## config.mk

```make
export PLATFORM = sky130hd
export DESIGN_NAME = lm70_dual_scheduler
export DESIGN_NICKNAME = d
export VERILOG_FILES = /design/src/rtl/lm70_dual_scheduler.sv
export SDC_FILE = /design/constraint.sdc
export NUM_CORES = 1
export LEC_CHECK = 0
export BUFFER_PORTS_ARGS = -buffer_cell sky130_fd_sc_hd__buf_2
export CAP_MARGIN = 40
export CORE_MARGIN = 2
export CORE_UTILIZATION = 61
export CTS_BUF_LIST = sky130_fd_sc_hd__clkbuf_16
export DETAILED_ROUTE_END_ITERATION = 7
export GPL_TIMING_DRIVEN = 0
export PLACE_DENSITY_LB_ADDON = 0.08
export SYNTH_ARGS = -nofsm -noshare
export SYNTH_HDL_FRONTEND = slang
export SYNTH_SLANG_ARGS = --single-unit
```

## constraint.sdc

```tcl
create_clock -name clk -period 5.45 [get_ports clk]
set_input_delay 0 -clock clk [delete_from_list [all_inputs] [get_ports clk]]
set_output_delay 0 -clock clk [all_outputs]
set_load 0.1 [all_outputs]
```

## src/rtl/lm70_dual_scheduler.sv

```systemverilog
// Round-robin read sequencer sharing one SPI read bus between two LM70-class sensors.
// Generates CS/SCK, deserialises SIO, latches per-sensor temperatures and hysteretic alarms.
module lm70_dual_scheduler #(
  parameter int unsigned NBITS     = 8,
  parameter int unsigned SETUP_CYC = 2,
  parameter int unsigned HOLD_CYC  = 2,
  parameter int unsigned PERIOD    = 32,
  parameter int unsigned HYST      = 2
) (
  input  logic             clk,
  input  logic             rst_n,
  input  logic             en,
  input  logic [1:0]       sens_en,
  input  logic [NBITS-1:0] thr,
  input  logic             sio,
  output logic             sck,
  output logic [1:0]       cs_n,
  output logic [NBITS-1:0] temp0,
  output logic [NBITS-1:0] temp1,
  output logic [1:0]       valid,
  output logic [1:0]       alarm,
  output logic             busy,
  output logic             cur_sel
);

  localparam int unsigned FrameLen = SETUP_CYC + 2 * NBITS + HOLD_CYC + 1;
  localparam int unsigned PMax     = (PERIOD > FrameLen) ? PERIOD : FrameLen;
  localparam int unsigned PW       = $clog2(PMax + 2);
  localparam int unsigned CW       = $clog2(SETUP_CYC + HOLD_CYC + 1);
  localparam int unsigned BW       = $clog2(NBITS + 1);

  typedef enum logic [2:0] {StIdle, StCsSetup, StShift, StCsHold, StLatch, StWait} state_t;

  state_t           state_q;
  logic [CW-1:0]    cnt_q;
  logic [BW-1:0]    bit_q;
  logic [PW-1:0]    pcnt_q;
  logic [NBITS-1:0] sr_q;

  logic [NBITS-1:0] temp_new;
  logic             grant;
  logic             alarm_next;

  always_comb begin
    // Sign bit is dropped and the LSB forced low to form the reported word.
    temp_new   = {sr_q[NBITS-2:0], 1'b0};
    grant      = sens_en[~cur_sel] ? ~cur_sel : cur_sel;
    alarm_next = alarm[cur_sel];
    if (temp_new >= thr) begin
      alarm_next = 1'b1;
    end else if (({1'b0, temp_new} + (NBITS + 1)'(HYST)) < {1'b0, thr}) begin
      alarm_next = 1'b0;
    end
  end

  always_ff @(posedge clk or negedge rst_n) begin
    if (!rst_n) begin
      state_q <= StIdle;
      cs_n    <= 2'b11;
      sck     <= 1'b0;
      temp0   <= '0;
      temp1   <= '0;
      valid   <= '0;
      alarm   <= '0;
      busy    <= 1'b0;
      cur_sel <= 1'b1;
      cnt_q   <= '0;
      bit_q   <= '0;
      pcnt_q  <= '0;
      sr_q    <= '0;
    end else begin
      valid <= '0;
      if (state_q != StIdle) pcnt_q <= pcnt_q + PW'(1);
      unique case (state_q)
        StIdle: begin
          if (en && (sens_en != 2'b00)) begin
            cur_sel <= grant;
            pcnt_q  <= '0;
            cnt_q   <= '0;
            cs_n    <= grant ? 2'b01 : 2'b10;
            busy    <= 1'b1;
            state_q <= StCsSetup;
          end
        end
        StCsSetup: begin
          if (cnt_q == CW'(SETUP_CYC - 1)) begin
            cnt_q   <= '0;
            bit_q   <= '0;
            state_q <= StShift;
          end else begin
            cnt_q <= cnt_q + CW'(1);
          end
        end
        StShift: begin
          if (!sck) begin
            sck <= 1'b1;
          end else begin
            sck   <= 1'b0;
            sr_q  <= {sr_q[NBITS-2:0], sio};
            bit_q <= bit_q + BW'(1);
            if (bit_q == BW'(NBITS - 1)) begin
              cs_n    <= 2'b11;
              cnt_q   <= '0;
              state_q <= StCsHold;
            end
          end
        end
        StCsHold: begin
          if (cnt_q == CW'(HOLD_CYC - 1)) begin
            cnt_q   <= '0;
            state_q <= StLatch;
          end else begin
            cnt_q <= cnt_q + CW'(1);
          end
        end
        StLatch: begin
          if (cur_sel) temp1 <= temp_new;
          else         temp0 <= temp_new;
          valid[cur_sel] <= 1'b1;
          alarm[cur_sel] <= alarm_next;
          busy           <= 1'b0;
          state_q        <= StWait;
        end
        StWait: begin
          // Next frame starts PERIOD cycles after this one, or right away if the frame ran longer.
          if ((32'(pcnt_q) + 32'd2) >= PERIOD) state_q <= StIdle;
        end
        default: state_q <= StIdle;
      endcase
    end
  end

endmodule
```

# Word-level counts from Yosys, hierarchy flattened
# Index checks and enable logic that the tools add are counted.
[word_totals]
register_bits = 46
word_cells = 94
[op_classes]
bitwise = 1
magnitude_cmp = 6
muxes = 37
n_reduce_logical = 19
n_addsub = 5
eq_ne = 13
[op_table]
columns = ["cell", "n"]
rows = [
  ["3-bit 2-to-1 mux", 10],
  ["6-bit 2-to-1 mux", 3],
  ["3-bit one-hot mux with 6 select lines", 1],
  ["2-bit inequality test (second input constant)", 6],
  ["1-bit 2-to-1 mux", 10],
  ["2-bit 2-to-1 mux", 5],
  ["2-bit AND reduction", 5],
  ["8-bit by 2-bit adder with 9-bit output (second input constant)", 1],
  ["9-bit by 8-bit less-than comparator with 1-bit output", 1],
  ["3-bit one-hot mux with 3 select lines", 1],
  ["8-bit >= comparator", 1],
  ["4-bit 2-to-1 mux", 2],
  ["4-bit one-hot mux with 2 select lines", 1],
  ["4-bit AND reduction", 2],
  ["2-bit nonzero test", 4],
  ["6-bit by 2-bit adder with 7-bit output (second input constant)", 1],
  ["7-bit by 6-bit >= comparator with 1-bit output (second input constant)", 1],
  ["6-bit by 1-bit adder with 6-bit output (second input constant)", 1],
  ["3-bit by 1-bit equality test with 1-bit output (second input constant)", 2],
  ["3-bit by 2-bit equality test with 1-bit output (second input constant)", 2],
  ["3-bit equality test (second input constant)", 2],
  ["6-bit AND reduction", 1],
  ["3-bit nonzero test", 2],
  ["4-bit by 1-bit adder with 4-bit output (second input constant)", 1],
  ["other kinds (13)", 15],
]

# Longest topological paths before layout
# Gate-level depths: netlist (run 1).
[logic_depth]
word_depth = 7
mapped_depth = 10

# Least setup slack after synthesis (run 1)
# Ideal clock, no wire load.
[synth_path]
kind = "register -> register"
start = "register sr_q[2]"
end = "register alarm[0]"
setup_ns = 0.140
arrival_ns = 2.064
stages_incl_launch_ff = 10
n_path_buf = 1
setup_slack_ns = 3.246
cell_sequence = "dfrtp_1 > clkbuf_1 > and3_1 > nand3_1 > xnor2_1 > ha_1 > a211oi_1 > a31oi_1 > a2111oi_2 > a21oi_1"
[synth_via]
elab_chain_len = 5
[synth_lines]
columns = ["element", "line_no", "rtl"]
rows = [
  ["from (decl)", "38", "logic [NBITS-1:0] sr_q;"],
  ["from (signal assigned)", "99", "sr_q <= {sr_q[NBITS-2:0], sio};"],
  ["8-bit by 2-bit adder with 9-bit output", "51", "end else if (({1'b0, temp_new} + (NBITS + 1)'(HYST)) < {1'b0, thr}) begin"],
  ["9-bit by 8-bit less-than comparator with 1-bit output", "51", ""],
  ["1-bit 2-to-1 mux", "51", ""],
  ["1-bit 2-to-1 mux (*)", "49", "if (temp_new >= thr) begin"],
  ["2-bit bitwise mux (*)", "120", "alarm[cur_sel] <= alarm_next;"],
  ["to (signal, indexed assignment)", "120", ""],
  ["to (decl)", "21", "output logic [1:0] alarm,"],
]
# Mark *: on every way between the ends. The rest lies on a longest branch, timed or not.
# A chain may end at the register's enable or synchronous reset.

# Worst setup path in the final report (run 1)
[layout_path]
start = "register sr_q[2]"
end = "register alarm[1]"
# The elaborated chain is that of the path after synthesis.

==> metrics.md, run 1 <==
| Metric | Value |
|---|---|
| # diodes | 0 |
| Clk_skew | between 5 and 6 ps |
| TritonCTS Sinks | between 40 and 50 |
| Clk root buf | clkbuf_16 |
| Reg2Reg Launch Point | sr_q[2] |
| Synth cell count leaders | 43 x dfrtp_1, 21 x mux2_2, 19 x ha_1, 14 x inv_1, 14 x o21ai_0 |
| Max-slew violation count | 0 |
| Worst-path clk slew | about 60 ps |
| Setup violations, final | 0 |
| Fin area | 0.00297 mm2 |
| Startpoint types | flop |
| First-pass GRT wire length | around 7700 um |
| CP max FO | 8 |
| Mean Syn Cell Area | ~11 um2 |
| Dominant synthesized flop cell | dfrtp_1 |
| Initial antenna violation count | 0 |
| Post-Synthesis Cells | about 230 |
| Placed cell areas | between 0.002 and 0.003 mm2 |
| Chip Width | 67.8 um |
| Top-count cell post-synth | dfrtp_1 |
| Fmax | 0.398 GHz |
| Min Tclk post-route | about 2500 ps |
| Post-DP HPWL | around 3400 um |
| DRT Pass-1 Iters | 4 |
| Largest net degree at the start of global routing | 36 |
| Finished Layout Cells | approximately 330 |
| Die Y | slightly below 70 um |
| CP Capture Type | flop |
| Fin Hold WS | between 20 and 30 ps |
| Core Box Area | between 0.003 and 0.004 mm2 |
| Crit path kind | reg -> reg |
| Avg WL per Cell | about 14 um |
| Synth unique cells | between 40 and 50 |
| Register area share after synthesis | between 40 and 50% |
| Required time of the critical path | 5590 ps |
| Count of hold-fix buffers inserted at cts | 3 |
| Ys async rst share | 100% |
| Max-cap viol count | 0 |
| Total congestion overflow | 0 |
| Final period util | a little under half |
| Crit path from | sr_q[2] |
| DR DRC count | 0 |
| CTS Buffer Depth | 2 |
| Clock latency on the worst-skew pair | around 280 ps |
| P&R area growth vs syn | 19.5% |
| Die footprint | approximately 0.0046 mm2 |
| Number of global-route vias before repair | about 1700 |
| Placed cell count | approximately 320 |
| CTS buffer count | 5 |
| Yosys reg bits | 46 |
| I/O pins | 39 |
| Routed Antenna Nets | 0 |
| Slew HR | between 60% and 70% |
| Total GRT Usage | a little under a quarter |
| Nets | approximately 310 |
| CTS H-tree depth | 2 |
| Post-Syn Area | around 0.0025 mm2 |
| Layout cell share with drive strength beyond 1 | 30.1% |
| Initial drt markers | around 120 |
| Hold path start | sens_en[1] |
| Syn. warnings | 0 |
| Post-synth EDFFs | 0 |
| RSZ-0062 raised after global routing | false |
| Setup TNS | 0 ps |
| Crit path DAT | approximately 2700 ps |
| Initial core utilization | between 60% and 70% |
| Largest cells by area after synthesis | dfrtp_1 43%, ha_1 9.6%, mux2_2 9.5%, dfstp_2 3.2%, o21ai_0 2.8% |
| Final Hold Viols | 0 |
| Final wirelength | 4700 um |
| Tightest Pin Transition | 568 ps |
| Port bufs | 36 |
| Area leader, netlist | dfrtp_1 |
| CTS-repair resized insts | 0 |
| Vias | ~1800 |
| Core Rows | 23 |
| HP Class | in -> reg |
| CTS tree | yes |
| Vias per std cell | 5.49 |
| Post-CTS setup buffers | 0 |
| Run status | finished clean |
| Top cell type's share of synthesized area | between 40% and 50% |
| GPL Wtd Cong | between 0.8 and 0.9 |
-- logic make-up (layout without fill, tap and decap cells) --
logic type                 after synthesis  count (layout)  synth area share (%)
and+or+nand+nor                         55              55                  11.9
AOI/OAI and AO/OA                       48              48                  12.5
DFF                                     46              46                  46.5
muxes                                   23              23                  10.5
buffers and inverters                   23              71                  4.68
adders and majority gates               19              19                  9.56
xor gates and xnor gates                12              12                  4.23
other                                    1               2                 0.151
-- per-stage QoR --
stage	util [%]	setup slack, ps
3_3_place_gp	68.8	3010
2_1_floorplan	-	3250
3_5_place_dp	69.3	2940
4_1_cts	74.8	2910
6_report	74.8	2940
5_1_grt	74.8	2680
-- layout make-up --
class	count	area (um2)
multi-input cells	159	1220
flip-flops and latches	46	1150
fillers	274	1000
repair buffers	40	230
clock buffers	5	125
clock inverters	3	63.8
plain buffers	9	63.8
well taps	50	62.6
inverters	14	52.6
-- final timing paths --
path,endpoint,slack [ps],cells past startpoint
hold / removal,cur_sel,30,3
setup / recovery,alarm[1],2940,9
min in group asynchronous,temp0[7],160,2
max in group asynchronous,cs_n[0],4740,3
setup reg to reg,alarm[1],2940,9
hold reg to reg,cs_n[1],480,2
-- cell usage in the layout (no fill, tap or decap), drive strengths merged, types with 3 or more instances in the layout --
master | netlist | layout
a21o | 3 | 3
a21oi | 8 | 8
and3 | 3 | 3
buf | 8 | 45
clkbuf | 1 | 6
dfrtp | 43 | 43
dfstp | 3 | 3
dlygate4sd3 | 0 | 3
ha | 19 | 19
inv | 14 | 14
mux2 | 22 | 22
nand2 | 12 | 12
nand3 | 8 | 8
nor2 | 17 | 17
nor3 | 4 | 4
o21a | 3 | 3
o21ai | 18 | 18
xnor2 | 7 | 7
xor2 | 5 | 5
-- metal layers --
layer	wire length, um	track usage [%]	up-vias	part of all wire, %
met5	0	0	-	0
met4	16	3.75	0	0.34
met3	189	5.10	2	4.0
met2	2220	38.2	34	47
met1	2280	30.1	862	49
li1	-	-	891	-
-- flip-flops by register name, indices dropped and copies added, names as in the netlist --
register  cells
alarm         2
bit_q         4
busy          1
cnt_q         3
cs_n          2
cur_sel       1
pcnt_q        6
sck           1
sr_q          7
state_q       3
temp0         7
temp1         7
valid         2
-- worst max-delay path, stage by stage (launching register included) --
cell,delay (ps)
dfrtp_1,360
clkbuf_1,300
and3_1,260
nand3_1,100
xnor2_1,160
ha_1,310
a211oi_1,240
a31oi_1,130
a2111oi_2,400
a21oi_1,120
Power of run 1 is left out: the tool's default activity adds up to more than one toggle a clock period on the data nets, which glitch-free logic cannot reach.
==> inputs of run 2 (changes only) <==
CORE_UTILIZATION = 51   (was 61)
clock period = 2.19 ns   (was 5.45 ns; I/O delays follow)
==> run 2 against run 1 <==
Highest routed layer unchanged. Critical path depth increased by 1. Sequential share of layout area decreased by 0.68 points. Routed wire length shrank 2.8%. Flip-flop and latch count is the same. First-iteration DRC count fell by 28%. Critical path type unchanged. Non-clock buffer count is 5 higher. Via count increased by 0.56%. Largest cell class unchanged. Utilization is 11 points lower. Register-to-register slack worse by 2900 ps.
==> metrics.md, run 2 (same netlist as run 1, synthesis figures left out) <==
| Metric | Value |
|---|---|
| Vias | 1799 (+0.56%) |
| I/O pins | 39 (unchanged) |
| Largest regs | sr_q: 7 flops, temp0: 7 flops, temp1: 7 flops |
| Tightest Pin Transition | 541 ps (-26.8 ps) |
| Commonest cells after routing, fill and taps aside | 39 x buf_2, 39 x dfrtp_1, 21 x mux2_2 |
| Placed cell count | 332 (+5.4%) |
| # diodes | 0 (unchanged) |
| Core Box Area | 0.00472 mm2 (+19%) |
| P&R area growth vs syn | 22.2% |
| Avg WL per Cell | 13.1 um (-8.9%) |
| Final wirelength | 4570 um (-2.8%) |
| Clock latency on the worst-skew pair | 280 ps (about the same) |
| DR top layer | met4 |
| HP Class | in -> reg |
| Number of global-route vias before repair | 1612 (-7.2%) |
| Clk_skew | 3.87 ps (-1.69 ps) |
| # fillers | 381 (+39%) |
| Run status | finished clean |
| Met2 wire length | 2100 um (-5.2%) |
| Finished Layout Cells | 348 (+6.7%) |
| Initial core utilization | 52.6% (-10 points) |
| Vias per std cell | 5.17 (-5.8%) |
| CP max-delay cell | dfrtp_1 |
| Chip Width | 73.8 um (+8.8%) |
| Largest net degree at the start of global routing | 35 (-2.8%) |
| Nets | 313 (+1.6%) |
| Crit path DAT | 2250 ps (-400 ps) |
| Initial drt markers | 84 (-28%) |
| First-pass GRT wire length | 7690 um (-0.45%) |
| Routed Antenna Nets | 0 (unchanged) |
| Post-DP HPWL | 3320 um (-2.5%) |
| Total GRT Usage | 18.6% (-3.9 points) |
| Port bufs | 36 (unchanged) |
| DR DRC count | 0 (unchanged) |
| Startpoint types | flop |
| Die Y | 73.8 um (+8.8%) |
| Setup violations, final | 0 (unchanged) |
| TritonCTS Sinks | 46 (unchanged) |
| RSZ-0062 raised after global routing | true |
| Required time of the critical path | 2320 ps (-3270 ps) |
| Final Hold Viols | 0 (unchanged) |
| Layout cell share with drive strength beyond 1 | 34.2% (+4.1 points) |
| Total congestion overflow | 0 (unchanged) |
| CP max FO | 3 (-5) |
| GPL Wtd Cong | 0.845 (+0.75%) |
| CP Capture Type | flop |
| Critical path's largest stage delay | 370 ps (-30 ps) |
| Slew HR | 63.9% (+2.0 points) |
| Core Rows | 25 (+8.7%) |
| Crit path kind | reg -> reg |
| Min Tclk post-route | 2110 ps (-401 ps) |
| Worst-path clk slew | 60 ps (about the same) |
| CTS tree | yes |
| Initial antenna violation count | 0 (unchanged) |
| Final period util | 96.5% (+50 points) |
| CTS H-tree depth | 2 (unchanged) |
| M1 WL | 2290 um (+0.48%) |
| CTS buffer count | 5 (unchanged) |
| Post-layout util | 64.3% (-11 points) |
| DRT Pass-1 Iters | 4 (unchanged) |
| CTS Buffer Depth | 2 (unchanged) |
| Clk root buf | clkbuf_16 |
| Die footprint | 0.00545 mm2 (+18%) |
| Routed met3 length | 152 um (-20%) |
| CP Cell Sequence | buf_8 -> and3_4 -> nand3_2 -> xnor2_1 -> ha_1 -> o21a_1 -> o211ai_1 -> a31oi_1 -> a2111oi_2 -> a21oi_1 |
| Max-cap viol count | 0 (unchanged) |
| Fmax | 0.473 GHz (+19%) |
| Max-slew violation count | 0 (unchanged) |
[run 2: routing by layer]
metal,GRT usage (%),vias up
li1,-,901
met1,27.0,857
met2,27.3,39
met3,4.66,2
met4,5.45,0
met5,0,-
[run 2: cell type report]
type / instances / area (um2) / area share [%]
Multi-Input combinational cell: 159 / 1240 / 40.7
Sequential cell: 46 / 1160 / 38.2
Timing Repair Buffer: 45 / 268 / 8.81
Clock buffer: 5 / 125 / 4.12
Tap cell: 67 / 83.8 / 2.76
Buffer: 9 / 75.1 / 2.47
Inverter: 14 / 52.6 / 1.73
Clock inverter: 3 / 37.5 / 1.24
[run 2: repair_timing]
action | in CTS | in global routing
hold endpoints to repair | 45 | 0
setup endpoints to repair | 2 | 2
hold buffers | 3 | 0
gates resized for setup | 8 | 3
setup buffers | 3 | 2
pin swaps | 2 | 0
[run 2: metrics by stage]
stage	hold slack [ps]	area, um2	worst slack, ps	TNS (ps)
2_1_floorplan	-296	2490	9.03	0
3_3_place_gp	206	2760	-165	-327
3_5_place_dp	-88.3	2780	-250	-495
4_1_cts	10.4	3010	2.49	0
5_1_grt	50.8	3040	-77.4	-141
6_report	38.0	3040	76.3	0
[run 2: path summary, 6_finish.rpt]
path	from	endpoint	slack, ps	cells past startpoint
max	sr_q[2]	alarm[1]	80	10
min	sens_en[1]	cs_n[1]	40	3
max reg2reg	sr_q[2]	alarm[1]	80	10
min reg2reg	busy	busy	470	1
max in group asynchronous	rst_n	cs_n[1]	1510	3
min in group asynchronous	rst_n	pcnt_q[3]	140	2
[run 2: worst max-delay path: cells and delay by family, from the launching register on]
| family | cells | cell delay, ps |
|---|---|---|
| buffers and inverters | 1 | 110 |
| flip-flops | 1 | 370 |
| adder cells (fa/ha/maj) | 1 | 310 |
| AND/OR/NAND/NOR | 2 | 270 |
| XOR/XNOR | 1 | 130 |
| AO/OA/AOI/OAI | 5 | 780 |
Power of run 2 is left out for the same reason.
